### config.mk
export PLATFORM = sky130hd
export DESIGN_NAME = sdwr_serial_tx
export DESIGN_NICKNAME = d
export VERILOG_FILES = /design/src/rtl/sdwr_serial_tx.sv
export SDC_FILE = /design/constraint.sdc
export NUM_CORES = 1
export LEC_CHECK = 0
export ABC_AREA = 1
export CAP_MARGIN = 20
export CORE_UTILIZATION = 35
export DETAILED_ROUTE_END_ITERATION = 16
export SETUP_SLACK_MARGIN = 0.2
export SYNTH_ARGS = -nofsm -noshare
export SYNTH_HDL_FRONTEND = slang
export SYNTH_SLANG_ARGS = --single-unit
### constraint.sdc
create_clock -name clk -period 1.42 [get_ports clk]
set_clock_uncertainty 0.05 [all_clocks]
set_input_delay 0.213 -clock clk [delete_from_list [all_inputs] [get_ports clk]]
set_output_delay 0.213 -clock clk [all_outputs]
set_load 0.03 [all_outputs]
### src/rtl/sdwr_serial_tx.sv
`default_nettype none
// ============================================================================
//  Module      : sdwr_serial_tx
//  Description : Bus-addressed serial transmitter. A byte written into the
//                select window is held, copied into a shifter and sent on SDWR
//                as start + 8 data bits (LSB first) + optional even parity +
//                stop. Status and control share the same window.
//  Revision    : 1.0  initial release
// ============================================================================
module sdwr_serial_tx #(
    parameter int CLK_DIV = 16,
    parameter int DIV_W   = 8
) (
    input  logic        clk,
    input  logic        rst,
    input  logic        SSER,
    input  logic [13:0] BA,
    input  logic        BR_W,
    input  logic        bus_stb,
    input  logic [7:0]  BD_IN,
    output logic [7:0]  BD_OUT,
    output logic        BD_OE,
    output logic        SDWR,
    output logic        tx_busy
);

    localparam logic [2:0] S_IDLE   = 3'd0;
    localparam logic [2:0] S_START  = 3'd1;
    localparam logic [2:0] S_DATA   = 3'd2;
    localparam logic [2:0] S_PARITY = 3'd3;
    localparam logic [2:0] S_STOP   = 3'd4;

    localparam logic [DIV_W-1:0] c_div_last = DIV_W'(CLK_DIV - 1);
    localparam logic [3:0]       c_reg_data = 4'd0;
    localparam logic [3:0]       c_reg_stat = 4'd1;
    localparam logic [3:0]       c_reg_ctrl = 4'd2;

    logic [2:0]       r_state;
    logic [DIV_W-1:0] r_divcnt;
    logic [2:0]       r_bitcnt;
    logic [7:0]       r_shift;
    logic             r_par_bit;
    logic             r_frame_par;
    logic             r_sdwr;
    logic [7:0]       r_hold;
    logic             r_hold_full;
    logic             r_overrun;
    logic             r_par_en;

    logic       w_sel;
    logic [3:0] w_reg;
    logic       w_wr;
    logic       w_wr_data;
    logic       w_wr_ctrl;
    logic       w_div_end;
    logic       w_xfer;
    logic       w_active;
    logic       w_unused_ba;

    assign w_sel       = ~SSER & ~BA[13] & BA[12];
    assign w_reg       = BA[7:4];
    assign w_wr        = w_sel & ~BR_W & bus_stb;
    assign w_wr_data   = w_wr & (w_reg == c_reg_data);
    assign w_wr_ctrl   = w_wr & (w_reg == c_reg_ctrl);
    assign w_div_end   = (r_divcnt == c_div_last);
    assign w_active    = (r_state != S_IDLE);
    // Holding register empties into the shifter from IDLE, or at the end of
    // STOP so consecutive frames run with no idle gap.
    assign w_xfer      = r_hold_full &
                         ((r_state == S_IDLE) | ((r_state == S_STOP) & w_div_end));
    assign w_unused_ba = ^{BA[11:8], BA[3:0]};

    assign BD_OE   = w_sel & BR_W;
    assign SDWR    = r_sdwr;
    assign tx_busy = w_active | r_hold_full;

    // Read mux: only STATUS returns data, everything else reads as zero.
    always_comb begin
        BD_OUT = 8'h00;
        if (BD_OE && (w_reg == c_reg_stat)) begin
            BD_OUT = {4'b0000, r_par_en, r_overrun, r_hold_full, w_active};
        end
    end

    // Holding register and overrun flag; a write coincident with the transfer
    // lands safely because the old byte is leaving on the same edge.
    always_ff @(posedge clk) begin
        if (rst) begin
            r_hold      <= 8'h00;
            r_hold_full <= 1'b0;
            r_overrun   <= 1'b0;
        end else begin
            if (w_wr_data && (!r_hold_full || w_xfer)) begin
                r_hold      <= BD_IN;
                r_hold_full <= 1'b1;
            end else if (w_xfer) begin
                r_hold_full <= 1'b0;
            end
            // Setting overrun takes priority over a same-edge clear.
            if (w_wr_data && r_hold_full && !w_xfer) begin
                r_overrun <= 1'b1;
            end else if (w_wr_ctrl && BD_IN[0]) begin
                r_overrun <= 1'b0;
            end
        end
    end

    // Parity enable control bit; sampled into the frame at load time.
    always_ff @(posedge clk) begin
        if (rst) begin
            r_par_en <= 1'b0;
        end else if (w_wr_ctrl) begin
            r_par_en <= BD_IN[1];
        end
    end

    // Frame sequencer: each non-idle state lasts exactly CLK_DIV cycles.
    always_ff @(posedge clk) begin
        if (rst) begin
            r_state     <= S_IDLE;
            r_divcnt    <= '0;
            r_bitcnt    <= 3'd0;
            r_shift     <= 8'h00;
            r_par_bit   <= 1'b0;
            r_frame_par <= 1'b0;
            r_sdwr      <= 1'b1;
        end else if (w_xfer) begin
            r_state     <= S_START;
            r_shift     <= r_hold;
            r_par_bit   <= ^r_hold;
            r_frame_par <= r_par_en;
            r_bitcnt    <= 3'd0;
            r_divcnt    <= '0;
            r_sdwr      <= 1'b0;
        end else if (r_state != S_IDLE) begin
            if (w_div_end) begin
                r_divcnt <= '0;
                case (r_state)
                    S_START: begin
                        r_state <= S_DATA;
                        r_sdwr  <= r_shift[0];
                    end
                    S_DATA: begin
                        if (r_bitcnt == 3'd7) begin
                            if (r_frame_par) begin
                                r_state <= S_PARITY;
                                r_sdwr  <= r_par_bit;
                            end else begin
                                r_state <= S_STOP;
                                r_sdwr  <= 1'b1;
                            end
                        end else begin
                            r_bitcnt <= r_bitcnt + 3'd1;
                            r_shift  <= {1'b0, r_shift[7:1]};
                            r_sdwr   <= r_shift[1];
                        end
                    end
                    S_PARITY: begin
                        r_state <= S_STOP;
                        r_sdwr  <= 1'b1;
                    end
                    default: begin
                        r_state <= S_IDLE;
                        r_sdwr  <= 1'b1;
                    end
                endcase
            end else begin
                r_divcnt <= r_divcnt + 1'b1;
            end
        end
    end

endmodule
`default_nettype wire

==> results.tsv, run 1 <==
metric	value	unit
status	complete, but fails checks	
failing checks	negative setup slack	
Critical Path RT	1.57	ns
Netlist Area Pre-Place	2090	µm²
number of fill cells	453	
number of global-route vias before repair	2155	
CTS Buffer Depth	2	
Port Buffers	25	
final setup violation count	35	
Max Cap Viol	0	
drt first pass iters	4	
antenna violations before repair	0	
post-route ant nets	0	
Nets	423	
largest net degree at the start of global routing	17	
Post-Syn Instances	304	
Non-Filler Instances	466	
Initial DRC Count	133	
Setup crit end kind	flop	
#FFs+latches synth	36	
die area	6290	µm²
top-area cell type share of the netlist area	34.4	%
H-tree depth	2	
vias	2259	
Worst-Skew Late Latency	0.29	ns
Die Span Y	79.3	µm
RSZ-0062 raised after global routing	true	
Die Width	79.3	µm
Synth Area in Adders	1.79	%
post-synthesis sequential area ratio	34.4	%
area delta synth->final	70.2	%
Final Wtd Congestion	0.779	
GRT Max-Usage Layer	met2	
IO Pins	38	
met3 Usage GRT	3.79	%
CTS sink cnt	36	
post-layout min period	1.54	ns
dpl hpwl	3.47	mm
compound-gate portion of the synthesized area	6.99	%
M1 GR Usage	24.3	%
Avg Inst Size Synth	6.89	µm²
max-slew violations	0	
layout cells sized above 1	42.1	%
largest family of logic cells by synthesized area	simple AND/OR/NAND/NOR gates	
Fmax	647	MHz
Arr. time, crit path	1.69	ns
Synth Area in XOR/XNOR	4.60	%
final worst slack	-0.125	ns
GRT Total Usage	19.9	%
ranking of synthesized cells by area	dfxtp_1 (34%), nand2_1 (11%), nor2_1 (9.3%)	
maximum VDD drop	0.347	mV
site row count	27	
# diodes	0	
post-synthesis cell type count	29	
Critical Path Fanout Max	6	
clk root buf	clkbuf_8	
PwrDens	544	nW/µm²
Min Hold Slack	0.357	ns
Placed Cells incl. Taps	429	
Syn. warnings	0	
core area	5640	µm²
Via density	4.85	
Inserted Clock Buffers	5	
Worst setup SP type	flop	
Final Hold Vio Count	0	
total grt overflow	0	
post-synthesis mux area share	0	%
CTS tree	yes	
crit share post-route	109	%
static leakage	0.00154	µW
Synth area leader	dfxtp_1	
Post-CTS Hold Fix Bufs	0	
Post-Synth Simple-Gate Area	41.4	%
first-pass GRT wire length	9.76	mm
worst hold path type	input port to flop	
WL/cell	12.7	µm
Crit Path Class	flop to flop	
DRC viols	0	
routed wire length	5.93	mm
initial cell density of the core	37.1	%
met2 usage	34.6	%
clock transition at the registers of the reported paths	0.08	ns
==> registers in the layout, indices dropped and copies added, names as in the netlist, 3 cells and up <==
name	count
r_bitcnt	3
r_divcnt	8
r_hold	8
r_shift	8
r_state	3
==> per-stage QoR <==
step	power, µW	TNS, ns	area [µm²]	utilization, %	worst slack, ns
after global placement	1170	-5.18	2860	50.6	-0.307
after CTS	1950	-0.935	3380	59.9	-0.0854
after floorplan	1110	-0.615	2300	-	-0.161
final	1940	-1.98	3560	63.1	-0.125
after detailed placement	1170	-5.46	2860	50.6	-0.320
after global routing	2020	-4.33	3560	63.1	-0.188
==> path summary, 6_finish.rpt <==
kind	startpoint	end	slack [ns]	depth (start not counted)
max	r_divcnt[0]$_SDFFE_PP0P_	r_shift[3]$_SDFFE_PP0P_	-0.12	10
min	BA[5]	r_par_en$_SDFFE_PP0N_	0.36	3
max reg2reg	r_divcnt[0]$_SDFFE_PP0P_	r_shift[3]$_SDFFE_PP0P_	-0.12	10
min reg2reg	r_overrun$_SDFFE_PP0P_	r_overrun$_SDFFE_PP0P_	0.43	2
==> power by group <==
| group | switching [µW] | internal (µW) |
|---|---|---|
| Sequential | 1.06 | 1010 |
| Combinational | 77.0 | 76.7 |
| Clock | 380 | 394 |
| Total | 458 | 1480 |
==> logic make-up (layout without fill, tap and decap cells) <==
group | after synthesis | after routing
compound gates | 25 | 25
xor+xnor | 11 | 11
fa+ha+maj | 3 | 3
buf+inv | 48 | 132
flops | 36 | 36
other cells | 1 | 4
simple gates | 180 | 183
==> synthesized netlist by cell type <==
cell,instances
a21oi_1,15
a21oi_2,2
buf_2,2
buf_4,5
buf_6,2
clkbuf_1,2
clkbuf_4,1
clkinv_2,1
conb_1,1
dfxtp_1,36
ha_1,3
inv_1,35
nand2_1,61
nand2_2,6
nand3_1,22
nand3_2,2
nand3_4,1
nand3b_1,9
nand4_1,20
nor2_1,52
nor2_2,1
nor2_4,2
nor3_1,2
nor3_2,1
nor3_4,1
o21ai_0,7
o21bai_4,1
xnor2_1,5
xor2_1,6
==> final cells by class <==
| cell class | instances | area, µm² | share of cell area, % |
|---|---|---|---|
| multi-input cells | 226 | 1570 | 44.1 |
| inverters | 36 | 148 | 4.14 |
| well taps | 72 | 90.1 | 2.53 |
| flip-flops and latches | 36 | 731 | 20.5 |
| clock buffers | 7 | 86.3 | 2.42 |
| repair buffers | 88 | 930 | 26.1 |
| clock inverters | 1 | 7.51 | 0.211 |
==> per-layer routing <==
| layer | up-vias | routed length, µm |
|---|---|---|
| met5 | - | 0 |
| met4 | 0 | 79 |
| met3 | 10 | 300 |
| met2 | 74 | 3110 |
| met1 | 1012 | 2440 |
| li1 | 1163 | - |
==> timing repair <==
action | 4_1_cts | 5_1_grt
setup buffers | 17 | 5
gates cloned | 5 | 2
resized for setup | 81 | 31
setup endpoints to repair | 43 | 40
pin swaps | 21 | 19
hold endpoints to repair | 0 | 0
==> worst max-delay path, cell delays in order, from the launching register on <==
cell and delay, ns:
dfxtp_2 0.35, ha_4 0.15, nand3_4 0.10, nor2_4 0.18, buf_12 0.14, buf_12 0.13, nand4_1 0.11, nand2_2 0.07
nand2_1 0.06, inv_1 0.05, nor2_1 0.04
==> cell usage in the layout (no fill, tap or decap), types with 7 or more instances in the layout <==
cell	n
a21oi_2	10
buf_4	43
dfxtp_1	28
nand2_1	51
nor2_4	11
dfxtp_2	8
nand4_1	20
nor2_1	37
nand3_2	8
nand2_2	7
inv_1	28
nor2_2	7
a21oi_1	7
buf_6	16
buf_12	7
nand3b_1	9
clkdlybuf4s50_1	10
nand3_1	12
Note: power is estimated with default switching activity, not from simulation.
==> run 2, diff against run 1 <==
--- a/config.mk
+++ b/config.mk
@@ -7,9 +7,10 @@
 export LEC_CHECK = 0
 export ABC_AREA = 1
 export CAP_MARGIN = 20
+export CORE_ASPECT_RATIO = 1.2
 export CORE_UTILIZATION = 35
 export DETAILED_ROUTE_END_ITERATION = 16
-export SETUP_SLACK_MARGIN = 0.2
+export PLACE_DENSITY = 0.61
 export SYNTH_ARGS = -nofsm -noshare
 export SYNTH_HDL_FRONTEND = slang
 export SYNTH_SLANG_ARGS = --single-unit
==> run 2 against run 1 <==
The flow still finishes with violations (negative setup slack); worst setup slack improved by 0.064 ns; via count fell by 3.6%; utilization decreased by 6.7 points; global-route usage down 1.5 points; die area barely moved; first-iteration DRC count shrank 50%; sequential share of layout area grew 2.1 points; final cell count is 1.1% lower; routed wire length fell by 11%; sequential cell count is the same; sequential power hardly changed; clock-buffer cell count up 1; largest power group unchanged; highest routed layer unchanged.
==> results.tsv, run 2 (same netlist as run 1, synthesis figures left out) <==
metric	value	unit	change
post-route ant nets	0		unchanged
Final Hold Vio Count	0		unchanged
Worst setup SP type	flop		
worst reg2reg startpoint	r_divcnt[1]$_SDFFE_PP0P_		
Combinational Power Share	7.3	%	-0.6 points
drt first pass iters	4		unchanged
Final Wtd Congestion	0.855		+9.7%
vias	2177		-3.6%
WL/cell	11.4	µm	-10%
failing checks	negative setup slack		
Worst-Skew Late Latency	0.29	ns	about the same
worst path cell trace	nor2_4 -> nand2_2 -> buf_12 -> inv_8 -> nor2_4 -> buf_6		
number of global-route vias before repair	2095		-2.8%
CP Depth	6		-4
Net Sw Frac	23.1	%	-0.58 points
Setup crit end kind	primary output		
largest net degree at the start of global routing	17		unchanged
Port Buffers	25		unchanged
worst hold path type	flop to flop		
final setup violation count	17		-51%
crit share post-route	104	%	-4.5 points
area delta synth->final	53.9	%	
dpl hpwl	3.71	mm	+6.8%
H-tree depth	2		unchanged
CP peak stage delay	0.34	ns	about the same
most frequent cells in the layout	nand2_1 (55), buf_4 (40), nor2_1 (37)		
site row count	30		+11%
PwrDens	595	nW/µm²	+9.2%
Max Cap Viol	0		unchanged
launch point of the worst path	r_state[1]$_SDFFE_PP0P_		
total grt overflow	0		unchanged
clock share of power	39.9	%	about the same
GRT Total Usage	18.3	%	-1.5 points
Via density	4.72		-2.6%
status	complete, but fails checks		
Top Registers	r_divcnt (8), r_hold (8), r_shift (8)		
Post-CTS Hold Fix Bufs	0		unchanged
internal power	1470	µW	-0.45%
initial cell density of the core	36.7	%	-0.41 points
Critical Path RT	1.16	ns	-0.41 ns
first-pass GRT wire length	9.09	mm	-6.9%
core area	5710	µm²	+1.1%
antenna violations before repair	0		unchanged
Die Span Y	86.7	µm	+9.3%
Hold Crit Depth	2		-1
IO Pins	38		unchanged
RSZ-0062 raised after global routing	true		
CP most frequent cell	nor2_4		
maximum VDD drop	0.322	mV	-7.3%
FF-to-FF path depth	9		-1
Inserted Clock Buffers	5		unchanged
sequential share of power	52.8	%	+0.7 points
HP Start	r_shift[7]$_SDFFE_PP0P_		
Critical Path Fanout Max	3		-3
Crit Path Class	flop to primary output		
DRC viols	0		unchanged
CP max-delay cell	dfxtp_2		
max-slew violations	0		unchanged
post-layout min period	1.48	ns	-0.0639 ns
pre-CTS setup slack	-0.359	ns	-0.0389 ns
routed wire length	5.26	mm	-11%
Arr. time, crit path	1.22	ns	-0.47 ns
CTS sink cnt	36		unchanged
# diodes	0		unchanged
final worst slack	-0.0611	ns	+0.0639 ns
clock transition at the registers of the reported paths	0.07	ns	about the same
Fmax	675	MHz	+4.3%
die area	6300	µm²	about the same
Worst path top cell family by delay	flip-flops		
fin util	56.5	%	-6.7 points
clk root buf	clkbuf_8		
CTS Buffer Depth	2		unchanged
static leakage	0.00141	µW	-8.5%
CTS tree	yes		
P_sw	442	µW	-3.6%
Nets	410		-3.1%
Die Width	72.6	µm	-8.5%
Initial DRC Count	66		-50%
total power	1920	µW	-1.2%
commonest non-fill, non-tap cell in the layout	nand2_1		
layout cells sized above 1	34.4	%	-7.7 points
Buf/Inv on CP	3		unchanged
-- run 2: what timing repair did --
| item | in CTS | in global routing |
|---|---|---|
| setup buffers | 11 | 2 |
| endpoints found under the setup margin | 34 | 38 |
| gates resized for setup | 61 | 33 |
| pin swaps | 12 | 12 |
| cloned | 2 | 1 |
-- run 2: worst paths after layout --
path                             endpoint  slack, ns
setup / recovery                BD_OUT[0]      -0.06
setup reg to reg   r_hold[4]$_SDFFE_PP0P_      -0.04
hold reg to reg   r_shift[7]$_SDFFE_PP0P_       0.42
hold / removal    r_shift[7]$_SDFFE_PP0P_       0.42
-- run 2: routing by layer --
layer  GRT usage [%]  wire (µm)  vias to the layer above
li1                -          -                     1129
met1            19.9       2150                     1014
met2            35.2       2890                       24
met3            3.37        137                       10
met4            5.70         84                        0
met5               0          0                        -
-- run 2: layout make-up --
| cell class | instances | area, µm² |
|---|---|---|
| Fill cell | 547 | 2480 |
| Multi-Input combinational cell | 224 | 1420 |
| Timing Repair Buffer | 77 | 738 |
| Sequential cell | 36 | 729 |
| Inverter | 36 | 145 |
| Tap cell | 80 | 100 |
| Clock buffer | 8 | 90.1 |
-- run 2: power by group through the flow --
| stage | registers [µW] | logic (µW) | clock network [µW] |
|---|---|---|---|
| finish | 1010 | 140 | 765 |
| global route | 1010 | 152 | 829 |
| CTS | 1010 | 137 | 787 |
| detailed placement | 1030 | 138 | 0 |
| global placement | 1030 | 136 | 0 |
| floorplan | 1030 | 71.5 | 0 |
-- run 2: stage by stage --
stage	cells	cell area, µm²	setup TNS (ns)	hold WS (ns)
5_1_grt	461	3220	-2.75	0.454
4_1_cts	458	3110	-0.148	0.433
2_1_floorplan	307	2190	-0.613	0.232
3_5_place_dp	440	2800	-5.17	0.416
3_3_place_gp	440	2800	-5.13	0.405
6_report	461	3220	-0.353	0.421
-- run 2: worst reg2reg max path, delay by kind of cell, from the launching register on --
| kind | cells | cell delay (ns) |
|---|---|---|
| AND/OR/NAND/NOR | 7 | 0.68 |
| adder cells (fa/ha/maj) | 1 | 0.16 |
| flip-flops | 1 | 0.35 |
| buffers and inverters | 1 | 0.13 |
